`src/rtl/sha_pkg.sv`:
```
// Shared types and constants for the SHA-256 message loader.
package sha_pkg;

    localparam int SHA_WORD_W = 32;
    localparam int SHA_ADDR_W = 16;

    typedef enum logic [2:0] {
        ST_IDLE,
        ST_FILL,
        ST_FLUSH,
        ST_START,
        ST_WAIT,
        ST_DONE
    } loader_state_e;

    function automatic int bytes_per_msg(input int n);
        return 4 * n;
    endfunction

endpackage

```
`src/rtl/sha_byte_packer.sv`:
```
// Packs bytes into 32-bit words; big-endian by default, LSB-first when
// SHA_LOADER_LE_EN is defined. Unfilled lanes stay zero, so pad is free.
module sha_byte_packer
    import sha_pkg::*;
(
    input  logic                  clk,
    input  logic                  reset_n,
    input  logic                  clr,
    input  logic                  byte_en,
    input  logic [7:0]            byte_data,
    input  logic                  pad,
    output logic [1:0]            lane,
    output logic                  word_valid,
    output logic [SHA_WORD_W-1:0] word_data
);

    logic [SHA_WORD_W-1:0] acc;
    logic [SHA_WORD_W-1:0] merged;

    always_comb begin
        merged = acc;
`ifdef SHA_LOADER_LE_EN
        case (lane)
            2'd0:    merged[7:0]   = byte_data;
            2'd1:    merged[15:8]  = byte_data;
            2'd2:    merged[23:16] = byte_data;
            default: merged[31:24] = byte_data;
        endcase
`else
        case (lane)
            2'd0:    merged[31:24] = byte_data;
            2'd1:    merged[23:16] = byte_data;
            2'd2:    merged[15:8]  = byte_data;
            default: merged[7:0]   = byte_data;
        endcase
`endif
    end

    // A padded word completes early; the accumulator is always cleared afterwards.
    assign word_valid = byte_en && ((lane == 2'd3) || pad);
    assign word_data  = merged;

    always_ff @(posedge clk or negedge reset_n) begin
        if (!reset_n) begin
            acc  <= '0;
            lane <= 2'd0;
        end else if (clr || word_valid) begin
            acc  <= '0;
            lane <= 2'd0;
        end else if (byte_en) begin
            acc  <= merged;
            lane <= lane + 2'd1;
        end
    end

endmodule

```
`src/rtl/sha256_msg_loader.sv`:
```
// Byte-stream to message-memory loader that then starts the SHA-256 core.
// Byte packing order is selected by SHA_LOADER_LE_EN (see sha_byte_packer).
// in_valid/in_ready: a byte transfers on a rising clk edge where both are high;
// in_ready depends only on state, never on in_valid.
module sha256_msg_loader
    import sha_pkg::*;
#(
    parameter int NUM_OF_WORDS = 20
) (
    input  logic                  clk,
    input  logic                  reset_n,
    input  logic                  load,
    input  logic [SHA_ADDR_W-1:0] base_addr,
    input  logic                  in_valid,
    input  logic [7:0]            in_data,
    input  logic                  in_last,
    output logic                  in_ready,
    output logic                  mem_req,
    output logic                  mem_we,
    output logic [SHA_ADDR_W-1:0] mem_addr,
    output logic [SHA_WORD_W-1:0] mem_write_data,
    output logic                  core_start,
    input  logic                  core_done,
    output logic                  busy,
    output logic                  hash_done,
    output logic                  short_msg,
    output loader_state_e         dbg_state
);

    localparam logic [9:0] LAST_IDX = 10'(NUM_OF_WORDS - 1);

    loader_state_e         state, next_state;
    logic [9:0]            word_idx;
    logic [SHA_ADDR_W-1:0] addr_ptr;
    logic                  seen_low;
    logic                  byte_en, pad, wr, set_short;
    logic [SHA_WORD_W-1:0] wr_data;
    logic [1:0]            pk_lane;
    logic                  pk_valid;
    logic [SHA_WORD_W-1:0] pk_word;

    assign dbg_state = state;

    sha_byte_packer u_packer (
        .clk        (clk),
        .reset_n    (reset_n),
        .clr        (state == ST_IDLE),
        .byte_en    (byte_en),
        .byte_data  (in_data),
        .pad        (pad),
        .lane       (pk_lane),
        .word_valid (pk_valid),
        .word_data  (pk_word)
    );

    always_comb begin
        next_state = state;
        byte_en    = 1'b0;
        pad        = 1'b0;
        wr         = 1'b0;
        wr_data    = '0;
        set_short  = 1'b0;
        case (state)
            ST_IDLE: if (load) next_state = ST_FILL;
            ST_FILL: begin
                byte_en = in_valid && in_ready;
                pad     = byte_en && in_last;
                if (pk_valid) begin
                    wr      = 1'b1;
                    wr_data = pk_word;
                    if (word_idx == LAST_IDX) next_state = ST_START;
                    else if (in_last)         next_state = ST_FLUSH;
                end
                // Only a last byte that exactly completes the final word is a normal end.
                set_short = pad && !((word_idx == LAST_IDX) && (pk_lane == 2'd3));
            end
            ST_FLUSH: begin
                wr = 1'b1;
                if (word_idx == LAST_IDX) next_state = ST_START;
            end
            ST_START: next_state = ST_WAIT;
            ST_WAIT:  if (seen_low && core_done) next_state = ST_DONE;
            ST_DONE:  next_state = ST_IDLE;
            default:  next_state = ST_IDLE;
        endcase
    end

    always_ff @(posedge clk or negedge reset_n) begin
        if (!reset_n) begin
            state          <= ST_IDLE;
            in_ready       <= 1'b0;
            mem_req        <= 1'b0;
            mem_we         <= 1'b0;
            mem_addr       <= '0;
            mem_write_data <= '0;
            core_start     <= 1'b0;
            busy           <= 1'b0;
            hash_done      <= 1'b0;
            short_msg      <= 1'b0;
            word_idx       <= '0;
            addr_ptr       <= '0;
            seen_low       <= 1'b0;
        end else begin
            state      <= next_state;
            in_ready   <= (next_state == ST_FILL);
            // Keep the port through the final write, which lands in the START cycle.
            mem_req    <= (next_state == ST_FILL) || (next_state == ST_FLUSH) || wr;
            mem_we     <= wr;
            core_start <= (state == ST_START);
            busy       <= (next_state != ST_IDLE);
            hash_done  <= (next_state == ST_DONE);
            seen_low   <= (state == ST_WAIT) && (seen_low || !core_done);
            if (wr) begin
                mem_addr       <= addr_ptr;
                mem_write_data <= wr_data;
            end
            if (state == ST_IDLE && load) begin
                addr_ptr  <= base_addr;
                word_idx  <= '0;
                short_msg <= 1'b0;
            end else begin
                if (wr) begin
                    addr_ptr <= addr_ptr + 16'd1;
                    word_idx <= word_idx + 10'd1;
                end
                if (set_short) short_msg <= 1'b1;
            end
        end
    end

endmodule

```
`config.mk`:
```
export PLATFORM = sky130hd
export DESIGN_NAME = sha256_msg_loader
export DESIGN_NICKNAME = d
export VERILOG_FILES = /design/src/rtl/sha_pkg.sv /design/src/rtl/sha_byte_packer.sv /design/src/rtl/sha256_msg_loader.sv
export SDC_FILE = /design/constraint.sdc
export NUM_CORES = 1
export LEC_CHECK = 0
export BUFFER_PORTS_ARGS = -buffer_cell sky130_fd_sc_hd__buf_2
export CORE_MARGIN = 8
export CORE_UTILIZATION = 44
export DETAILED_ROUTE_END_ITERATION = 12
export PLACE_DENSITY = 0.66
export SLEW_MARGIN = 20
export SYNTH_ARGS = -nofsm -noshare
export SYNTH_HDL_FRONTEND = slang
export SYNTH_SLANG_ARGS = --single-unit
```
`constraint.sdc`:
```
create_clock -name clk -period 2.4 [get_ports clk]
set_input_delay 0.12 -clock clk [delete_from_list [all_inputs] [get_ports clk]]
set_output_delay 0.12 -clock clk [all_outputs]
set_load 0.01 [all_outputs]
```
==> results.tsv <==
stage	metric	value	unit
run_status	status	finished, final reports clean	
worst_setup_path	CP max-delay cell	dfrtp_1	
worst_setup_path	Critical Path Source Type	register	
floorplanning	initial core utilization	44.7	%
timing	final-report hold violation count	0	
routing	# DRC	0	
clocking	clock slew at reported path FFs	0.05	ns
timing	Worst-Margin Slew	0.634	ns
routing	DR iter-0 viols	249	
synth	Synth top area share	55.9	%
floorplanning	die span in y	126	µm
floorplanning	Die X	126	µm
global_routing	largest net degree at the start of global routing	71	
routing	drt pass-1 iters	4	
place	detailed placement HPWL	8650	µm
clocking	post-CTS setup buffer count	0	
timing	crit share post-route	89.3	%
timing	Max Freq	466	MHz
timing	worst hold margin	0.0594	ns
routing	WL per Instance	17.1	µm
worst_hold_path	HP Class	in -> reg	
worst_setup_path	worst setup path start	u_packer.lane[0]	
pwr	PwrDens	1150	mW/mm²
job	Max Cap Viol	0	
synth	Mapped Nets	544	
worst_setup_path	crit path cell chain	ha_1 -> o211ai_1 -> o21a_2 -> clkinv_8 -> nor2_1 -> buf_4 -> o21ai_0 -> o311ai_0	
global_routing	Total Routing Usage GR	17.2	%
routing	routed vias/inst	5.39	
clocking	Resized Gates After CTS	0	
floorplanning	number of I/O pins	88	
worst_setup_path	largest stage delay on the critical path	0.42	ns
clocking	hold buffers post-CTS	18	
pwr	leakage	3.25	nW
cells_and_area	commonest non-fill, non-tap cell in the layout	dfrtp_1	
clocking	clock root buffer	clkbuf_16	
synth	Synth Area per Inst	10.5	µm²
cells_and_area	Area growth, synth to finish	25.2	%
timing	minimum clock period after layout	2.14	ns
clocking	clk sinks	119	
timing	Rel. slew slack	57.7	%
clocking	TritonCTS clock tree	yes	
timing	Post-Route Skew	0.00645	ns
global_routing	global-route wire length before repair	21900	µm
timing	total negative slack	0	ns
synth	largest cells by area after synthesis	dfrtp_1 (56%), nand2_1 (7.6%), mux2i_1 (6.0%)	
routing	via count	4129	
worst_setup_path	required time worst endpoint	2.70	ns
floorplanning	row count	40	
worst_hold_path	hold_sp	in_last	
synth	flop and latch count out of synthesis	119	
synth	cell taking the most area after synthesis	dfrtp_1	
timing	max-slew violations	0	
clocking	cts bufs inserted	17	
pwr	overall power	7.67	mW
pwr	worst vdd ir	0.515	mV
place	GP Congestion	0.831	
worst_setup_path	critical path class	reg -> reg	
synth	Post-Synthesis Cells	507	
floorplanning	Die ar.	0.0159	mm²
global_routing	vias in the first global route	4333	
synth	Post-Syn Area	0.00532	mm²
worst_setup_path	Reg2Reg Launch Point	u_packer.lane[0]	
routing	Routed WL	13100	µm
synth	post-synth cell types	51	
cells_and_area	fin nets	644	
global_routing	initial antenna violation count	0	
place	Buffers on Ports	87	
timing	endpoints failing setup	0	
timing	RSZ-0062 raised after global routing	no	
synth	Seq/Total Area, Yosys	55.9	%
cells_and_area	most frequent cells in the layout	dfrtp_1 (119), nand2_1 (108), buf_2 (86)	
floorplanning	core box area	0.0119	mm²
clocking	maximum clock path buffer count	2	
synth	Syn. warnings	0	
worst_setup_path	CP Capture Type	register	
cells_and_area	filler instances	1029	
worst_setup_path	crit path DAT	2.45	ns
clocking	Clk Latency, worst-skew pair	0.41	ns
cells_and_area	fraction of layout instances using a drive strength above 1	22.5	%
clocking	CTS HTree Levels	4	
worst_setup_path	CP max FO	32	
cells_and_area	antenna fix cells	0	
global_routing	grt ovf	0	
routing	post-route ant nets	0	
final timing paths:
| check | end | slack [ns] | cells past startpoint |
|---|---|---|---|
| worst max register to register | addr_ptr[4] | 0.26 | 8 |
| worst max-delay path | addr_ptr[4] | 0.26 | 8 |
| worst min-delay path | short_msg | 0.06 | 3 |
| min in group asynchronous | word_idx[9] | 0.27 | 2 |
| max in group asynchronous | mem_write_data[23] | 1.37 | 3 |
| worst min register to register | mem_addr[13] | 0.46 | 2 |
cell usage after synthesis, drive strengths merged:
cell type and count:
a21o 1, a21oi 3, a221o 1, a22o 32, a22oi 1, a31oi 4
a32oi 1, a41oi 1, and2 5, and3 7, and4 1, and4bb 1
buf 27, clkbuf 10, clkinv 1, dfrtp 119, ha 7, inv 5
mux2i 32, nand2 109, nand2b 1, nand3 12, nand4 7, nor2 18
nor2b 1, nor3 9, nor3b 3, nor4 1, o211ai 2, o21a 1
o21ai 58, o311ai 5, o31ai 1, or2 2, or3 1, or3b 2
or4 1, or4b 1, xnor2 6, xor2 7
report_power, final:
group,switching (mW),internal [mW],leakage (nW)
combinational,1.37,0.853,1.36
clock,0.857,1.75,0.290
sequential,0.378,2.46,1.60
total,2.60,5.06,3.25
state kept, by name, indices dropped and copies added (netlist names), 2 cells and up:
name            cells
mem_write_data     32
u_packer.acc       32
addr_ptr           16
mem_addr           16
word_idx           10
dbg_state           3
u_packer.lane       2
critical path: cells and delay by family (launching register included):
kind                       cells  cell delay [ns]
AOI/OAI and AO/OA              4             0.59
buffers and inverters          2             0.38
DFF                            1             0.42
adders and majority gates      1             0.27
and+or+nand+nor                1             0.39
per-layer routing:
metal	track usage, %	part of all wire [%]	vias to the layer above
met3	5.82	4.9	20
met4	7.22	2.1	0
met1	20.3	44	2055
met5	0	0	-
met2	28.3	49	88
li1	-	-	1966
per-stage QoR:
| step | std cells | setup WS [ns] | area, µm² | utilization (%) |
|---|---|---|---|---|
| floorplan | 507 | 0.586 | 5320 | - |
| global placement | 717 | 0.329 | 5880 | 49.4 |
| detailed placement | 717 | 0.252 | 5880 | 49.4 |
| CTS | 766 | 0.235 | 6670 | 56.0 |
| global route | 766 | 0.0291 | 6670 | 56.0 |
| finish | 766 | 0.256 | 6670 | 56.0 |
area by class of cell:
cell class	count	area, µm²	area share [%]
Inverter	6	35.0	0.526
Timing Repair Buffer	118	741	11.1
Multi-Input combinational cell	345	2120	31.9
Clock buffer	22	454	6.81
Clock inverter	9	150	2.25
Sequential cell	119	2980	44.7
Tap cell	147	184	2.76
cell families after synthesis:
family                     count (synthesis)  synth area share (%)
adders and majority gates                  7                  1.65
DFF                                      119                  55.9
buffers and inverters                     43                  4.21
muxes                                     32                  6.02
and+or+nand+nor                          182                  15.4
AOI/OAI and AO/OA                        111                  14.7
xor gates and xnor gates                  13                  2.14
No activity file was read; power rests on OpenSTA's default activity.
